## src/rtl/ahblite_slave_mux.sv

```systemverilog
// AHB-Lite response mux with a built-in default slave.
// Registers the decoder select into the data phase and records unmapped-transfer faults.
module ahblite_slave_mux #(
    parameter logic [11:0] PORT_EN   = 12'hFFF,
    parameter int unsigned ERR_CNT_W = 8
) (
    input  logic                 HCLK,
    input  logic                 HRESETn,
    input  logic [31:0]          HADDR,
    input  logic [1:0]           HTRANS,
    input  logic [11:0]          P_HSEL,
    input  logic [11:0]          P_HREADYOUT,
    input  logic [11:0]          P_HRESP,
    input  logic [383:0]         P_HRDATA,
    output logic                 HREADY,
    output logic                 HRESP,
    output logic [31:0]          HRDATA,
    output logic [31:0]          FAULT_ADDR,
    output logic [ERR_CNT_W-1:0] FAULT_CNT
);

    localparam logic [1:0] ST_IDLE = 2'd0;
    localparam logic [1:0] ST_ERR1 = 2'd1;
    localparam logic [1:0] ST_ERR2 = 2'd2;

    logic [11:0]          sel_en;
    logic [11:0]          sel_pri;
    logic [11:0]          dsel_q, dsel_d;
    logic [1:0]           state_q, state_d;
    logic [1:0]           state_smp;
    logic [31:0]          fault_addr_q, fault_addr_d;
    logic [ERR_CNT_W-1:0] fault_cnt_q, fault_cnt_d;

    assign sel_en  = P_HSEL & PORT_EN;
    // Isolate the lowest set bit so the data-phase select is one-hot by priority.
    assign sel_pri = sel_en & (~sel_en + 12'd1);

    always_comb begin
        dsel_d       = dsel_q;
        fault_addr_d = fault_addr_q;
        fault_cnt_d  = fault_cnt_q;
        state_smp    = ST_IDLE;
        if (HREADY) begin
            if (!HTRANS[1]) begin
                dsel_d = '0;
            end else if (sel_en == 12'd0) begin
                dsel_d       = '0;
                state_smp    = ST_ERR1;
                fault_addr_d = HADDR;
                if (fault_cnt_q != {ERR_CNT_W{1'b1}}) begin
                    fault_cnt_d = fault_cnt_q + ERR_CNT_W'(1);
                end
            end else begin
                dsel_d = sel_pri;
            end
        end

        case (state_q)
            ST_ERR1:          state_d = ST_ERR2;
            ST_IDLE, ST_ERR2: state_d = HREADY ? state_smp : state_q;
            default:          state_d = HREADY ? state_smp : ST_IDLE;
        endcase
    end

    always_ff @(posedge HCLK) begin
        if (!HRESETn) begin
            dsel_q       <= '0;
            state_q      <= ST_IDLE;
            fault_addr_q <= '0;
            fault_cnt_q  <= '0;
        end else begin
            dsel_q       <= dsel_d;
            state_q      <= state_d;
            fault_addr_q <= fault_addr_d;
            fault_cnt_q  <= fault_cnt_d;
        end
    end

    always_comb begin
        HREADY = 1'b1;
        HRESP  = 1'b0;
        HRDATA = '0;
        if (state_q == ST_ERR1) begin
            HREADY = 1'b0;
            HRESP  = 1'b1;
        end else if (state_q == ST_ERR2) begin
            HRESP = 1'b1;
        end else begin
            for (int i = 0; i < 12; i++) begin
                if (dsel_q[i]) begin
                    HREADY = P_HREADYOUT[i];
                    HRESP  = P_HRESP[i];
                    HRDATA = P_HRDATA[32*i +: 32];
                end
            end
        end
    end

    assign FAULT_ADDR = fault_addr_q;
    assign FAULT_CNT  = fault_cnt_q;

endmodule

```

## config.mk

```make
export PLATFORM = sky130hd
export DESIGN_NAME = ahblite_slave_mux
export DESIGN_NICKNAME = d
export VERILOG_FILES = /design/src/rtl/ahblite_slave_mux.sv
export SDC_FILE = /design/constraint.sdc
export NUM_CORES = 1
export LEC_CHECK = 0
export BUFFER_PORTS_ARGS = -buffer_cell sky130_fd_sc_hd__buf_4
export CORE_AREA = 2 2 208 210
export DETAILED_ROUTE_END_ITERATION = 7
export DIE_AREA = 0 0 210 212
export SYNTH_ARGS = -nofsm -noshare
export SYNTH_HDL_FRONTEND = slang
export SYNTH_SLANG_ARGS = --single-unit
```

## constraint.sdc

```tcl
create_clock -name HCLK -period 2.8 [get_ports HCLK]
set_clock_uncertainty 0.1 [all_clocks]
set_input_delay 0.14 -clock HCLK [delete_from_list [all_inputs] [get_ports HCLK]]
set_output_delay 0.14 -clock HCLK [all_outputs]
set_load 0.05 [all_outputs]
```

==> metrics.md <==
| Metric | Value |
|---|---|
| Status | complete, no violations |
| RSZ-0062 raised after global routing | no |
| Worst reg2reg path endpoint | FAULT_CNT[7] |
| WHS Path Cells | 3 |
| Routed WL per cell | ~23 um |
| Die height | around 210 um |
| DP Area | 0.009628 mm2 |
| Worst reg2reg startpoint | dsel_q[2] |
| Final Max Slew Viols | 0 |
| Fin crit share | slightly below 100% |
| # clock sinks | 54 |
| Synthesized area per cell | roughly 7.3 um2 |
| Post-CTS Setup Inserts | 0 |
| WP buf/inv | 2 |
| Leak | approximately 4.8 nW |
| Vias per inst | between 4 and 5 |
| Cell Area, Synth | slightly below 0.005 mm2 |
| GRT overflow | 0 |
| Synth Area in Adders | less than 1% |
| Final ANT Viol Nets | 0 |
| Die Footprint | about 0.045 mm2 |
| Pin count of the biggest net entering global routing | 38 |
| Ys async rst share | 0% |
| Fmax | 0.3687 GHz |
| First-pass GRT wire length | about 55000 um |
| Crit path max-delay family | compound AO/OA/AOI/OAI gates |
| HPWL after DPL | ~34000 um |
| Post-Synth Simple-Gate Area | a little over a fifth |
| Max_slew headroom | between 50% and 60% |
| Sw Share | about 31% |
| Inserted Clock Buffers | 5 |
| Minimum clock period after layout | approximately 2.7 ns |
| Max layer used | met5 |
| NetSw | around 0.82 mW |
| Die W | around 210 um |
| Worst slack at placement | 0.1139 ns |
| Final WL | 40410 um |
| Seq/Total Area, Yosys | ~22% |
| Synthesized Nets | 1124 |
| Vias in the first global route | around 8200 |
| CTS tree | yes |
| Drt pass-1 iters | 5 |
| GPL Wtd Cong | around 0.86 |
| Worst setup SP type | flop |
| Post-synthesis mux area share | under 10% |
| Final Cell Area | 0.01029 mm2 |
| Combinational group share of total power | 41.8% |
| Final setup violation count | 0 |
| Largest cells by area after synthesis | dfxtp_1, o22ai_1, a221oi_1 |
| VDD IR max | 0.0002719 V |
| Met3 routed WL | ~4300 um |
| Synth area leader | dfxtp_1 |
| Worst-margin pin slew | a little over 0.6 ns |
| Share of layout cells above drive strength 1 | between 50% and 60% |
| # port buffers | roughly 530 |
| Clk Latency, worst-skew pair | 0.30 ns |
| P_int | about 1.8 mW |
| DRC viols | 0 |
| Row cnt | 76 |
| Clock-pin slew on the worst setup and hold paths | ~0.080 ns |
| CP cell instances | nand2_1, buf_4, o22ai_1, nor3_1, a221oi_1, nor3_1, a221o_1, buf_4 |
| # fillers | ~4700 |
| Initial antenna violation count | 16 |
| Synth cell types | 59 |
| Setup CP Type | reg2out |
| Tot GR Track Use | approximately 17% |
| Clk network pwr share | ~29% |
| FF-to-FF path depth | 9 |
| CP Capture Type | output pin |
| DR WL met2 | between 15000 and 20000 um |
| Yosys reg bits | between 50 and 60 |
| Hold Fails Final Rpt | 0 |
| Post-layout util | about a quarter |
| HP Class | in2reg |
| CTS max path bufs | 2 |
| R2R setup slack | roughly 0.23 ns |
| Routed vias | 8261 |
| Critical Path AT | 2.47 ns |
| Highest-delay cell along the critical path | dfxtp_1 |
| Number of synthesized flops with an enable pin | 0 |
| Synth-to-layout area growth | 110.5% |
| WL met1 | between 10000 and 15000 um |
| Crit-path max FO | 18 |
| Hold path endpoint | dsel_q[2] |
| Core Area | 0.04251 mm2 |
| Top-area cell type share of the netlist area | about 22% |
| Max-cap violation count | 0 |
| I/O pin count | 530 |
| Final Worst Setup Slack | ~0.088 ns |
| Post-synthesis xor/xnor area fraction | less than 1% |
| 1st-iter DRT viols | between 700 and 800 |
| Layout net count | about 1700 |
| Hold WS | a little over 0.006 ns |
| Compound-Gate Fraction of Synth Area | between 40% and 50% |
| CP required | roughly 2.6 ns |
| Synth Instances | about 670 |
| Main combinational cell family by area after synthesis | compound AO/OA/AOI/OAI gates |
| Final Power | roughly 2.6 mW |
| Syn. warnings | 0 |
| Sequential share of power | between 20 and 30% |
| Initial Util | between 10% and 20% |
| H-tree depth | 2 |
| HP Start | P_HSEL[2] |
| Top FF cell, synth | dfxtp_1 |
| PD cells | 254.8 mW/mm2 |
| Critical path's largest stage delay | 0.45 ns |
| CTS root buf | clkbuf_16 |
## cell type report
cell class	count	area, um2	area share [%]
flip-flops and latches	54	1090	10.59
clock buffers	5	125.1	1.216
multi-input cells	524	3578	34.76
well taps	546	683.2	6.637
inverters	16	60.06	0.5834
repair buffers	599	4679	45.46
clock inverters	3	47.55	0.4619
diodes	12	30.03	0.2917
## Yosys cell counts (all sizes together), types with 2 or more instances
master	instances
o22ai	98
nor2	76
nor3	70
a221oi	67
clkbuf	61
dfxtp	54
o21ai	50
mux2i	34
a221o	33
nand3	22
nand2	17
inv	15
buf	12
a21oi	5
and3	4
nand3b	4
nor3b	3
o2111ai	3
or3	3
a211oi	2
and2	2
nand2b	2
nand4b	2
nor2b	2
nor4	2
o31ai	2
or4	2
## metal layers
layer | track usage (%) | vias to the layer above
li1 | - | 3757
met5 | 1.224 | -
met3 | 5.835 | 86
met4 | 6.285 | 8
met1 | 18.15 | 3867
met2 | 29.87 | 543
## flip-flops by register name, summed over array words and instances (netlist names)
| signal | cells |
|---|---|
| FAULT_ADDR | 32 |
| FAULT_CNT | 8 |
| state_q | 2 |
| dsel_q | 12 |
## metrics by stage
step / setup TNS, ns / instances
2_1_floorplan: 0 / 667
3_3_place_gp: 0 / 1708
3_5_place_dp: 0 / 1708
4_1_cts: -0.001405 / 1747
5_1_grt: 0 / 1757
6_report: 0 / 1759
## kinds of logic after synthesis
kind of cell,Yosys count
buffers and inverters,89
muxes,34
and+or+nand+nor,218
adders and majority gates,1
xor gates and xnor gates,1
AOI/OAI and AO/OA,270
DFF,54
## repair_timing
action,CTS,global route
hold buffers,31,0
pin swaps,4,6
setup endpoints to repair,33,29
gates resized for setup,18,26
hold endpoints to repair,31,0
## tightest hold or removal path: stages
cell and delay (ns):
buf_4 0.12, nand2_1 0.05, o31ai_1 0.06
## worst max path at each step
stage	from	end	slack, ns	depth (start not counted)
floorplan	dsel_q[4]	HRESP	0.42	9
global placement	dsel_q[2]	HRDATA[3]	0.11	9
detailed placement	dsel_q[0]	HRDATA[31]	0.11	8
CTS	dsel_q[2]	HRDATA[9]	-0.001	8
global route	dsel_q[3]	HRDATA[28]	0.002	8
finish	dsel_q[5]	HRDATA[1]	0.09	8
## power by group through the flow
stage	registers (mW)	clock network, mW	logic (mW)
2_1_floorplan	0.788	0	0.353
4_1_cts	0.770	0.764	1.09
3_3_place_gp	0.789	0	1.03
6_report	0.770	0.755	1.10
5_1_grt	0.771	0.798	1.16
3_5_place_dp	0.789	0	1.04
## placed cells by master, fill, tap and decap left out, types with 5 or more instances in the layout
master / count
diode_2: 12
o22ai_1: 97
o21ai_0: 31
buf_4: 557
buf_12: 6
o21ai_1: 15
a221o_1: 33
a21oi_1: 5
a221oi_1: 54
dfxtp_1: 49
mux2i_1: 34
a221oi_2: 11
nand2_1: 17
inv_1: 12
clkbuf_16: 5
nor3_1: 68
dlygate4sd3_1: 31
nor2_1: 76
nand3_1: 22
(Power assumes the default switching activity.)
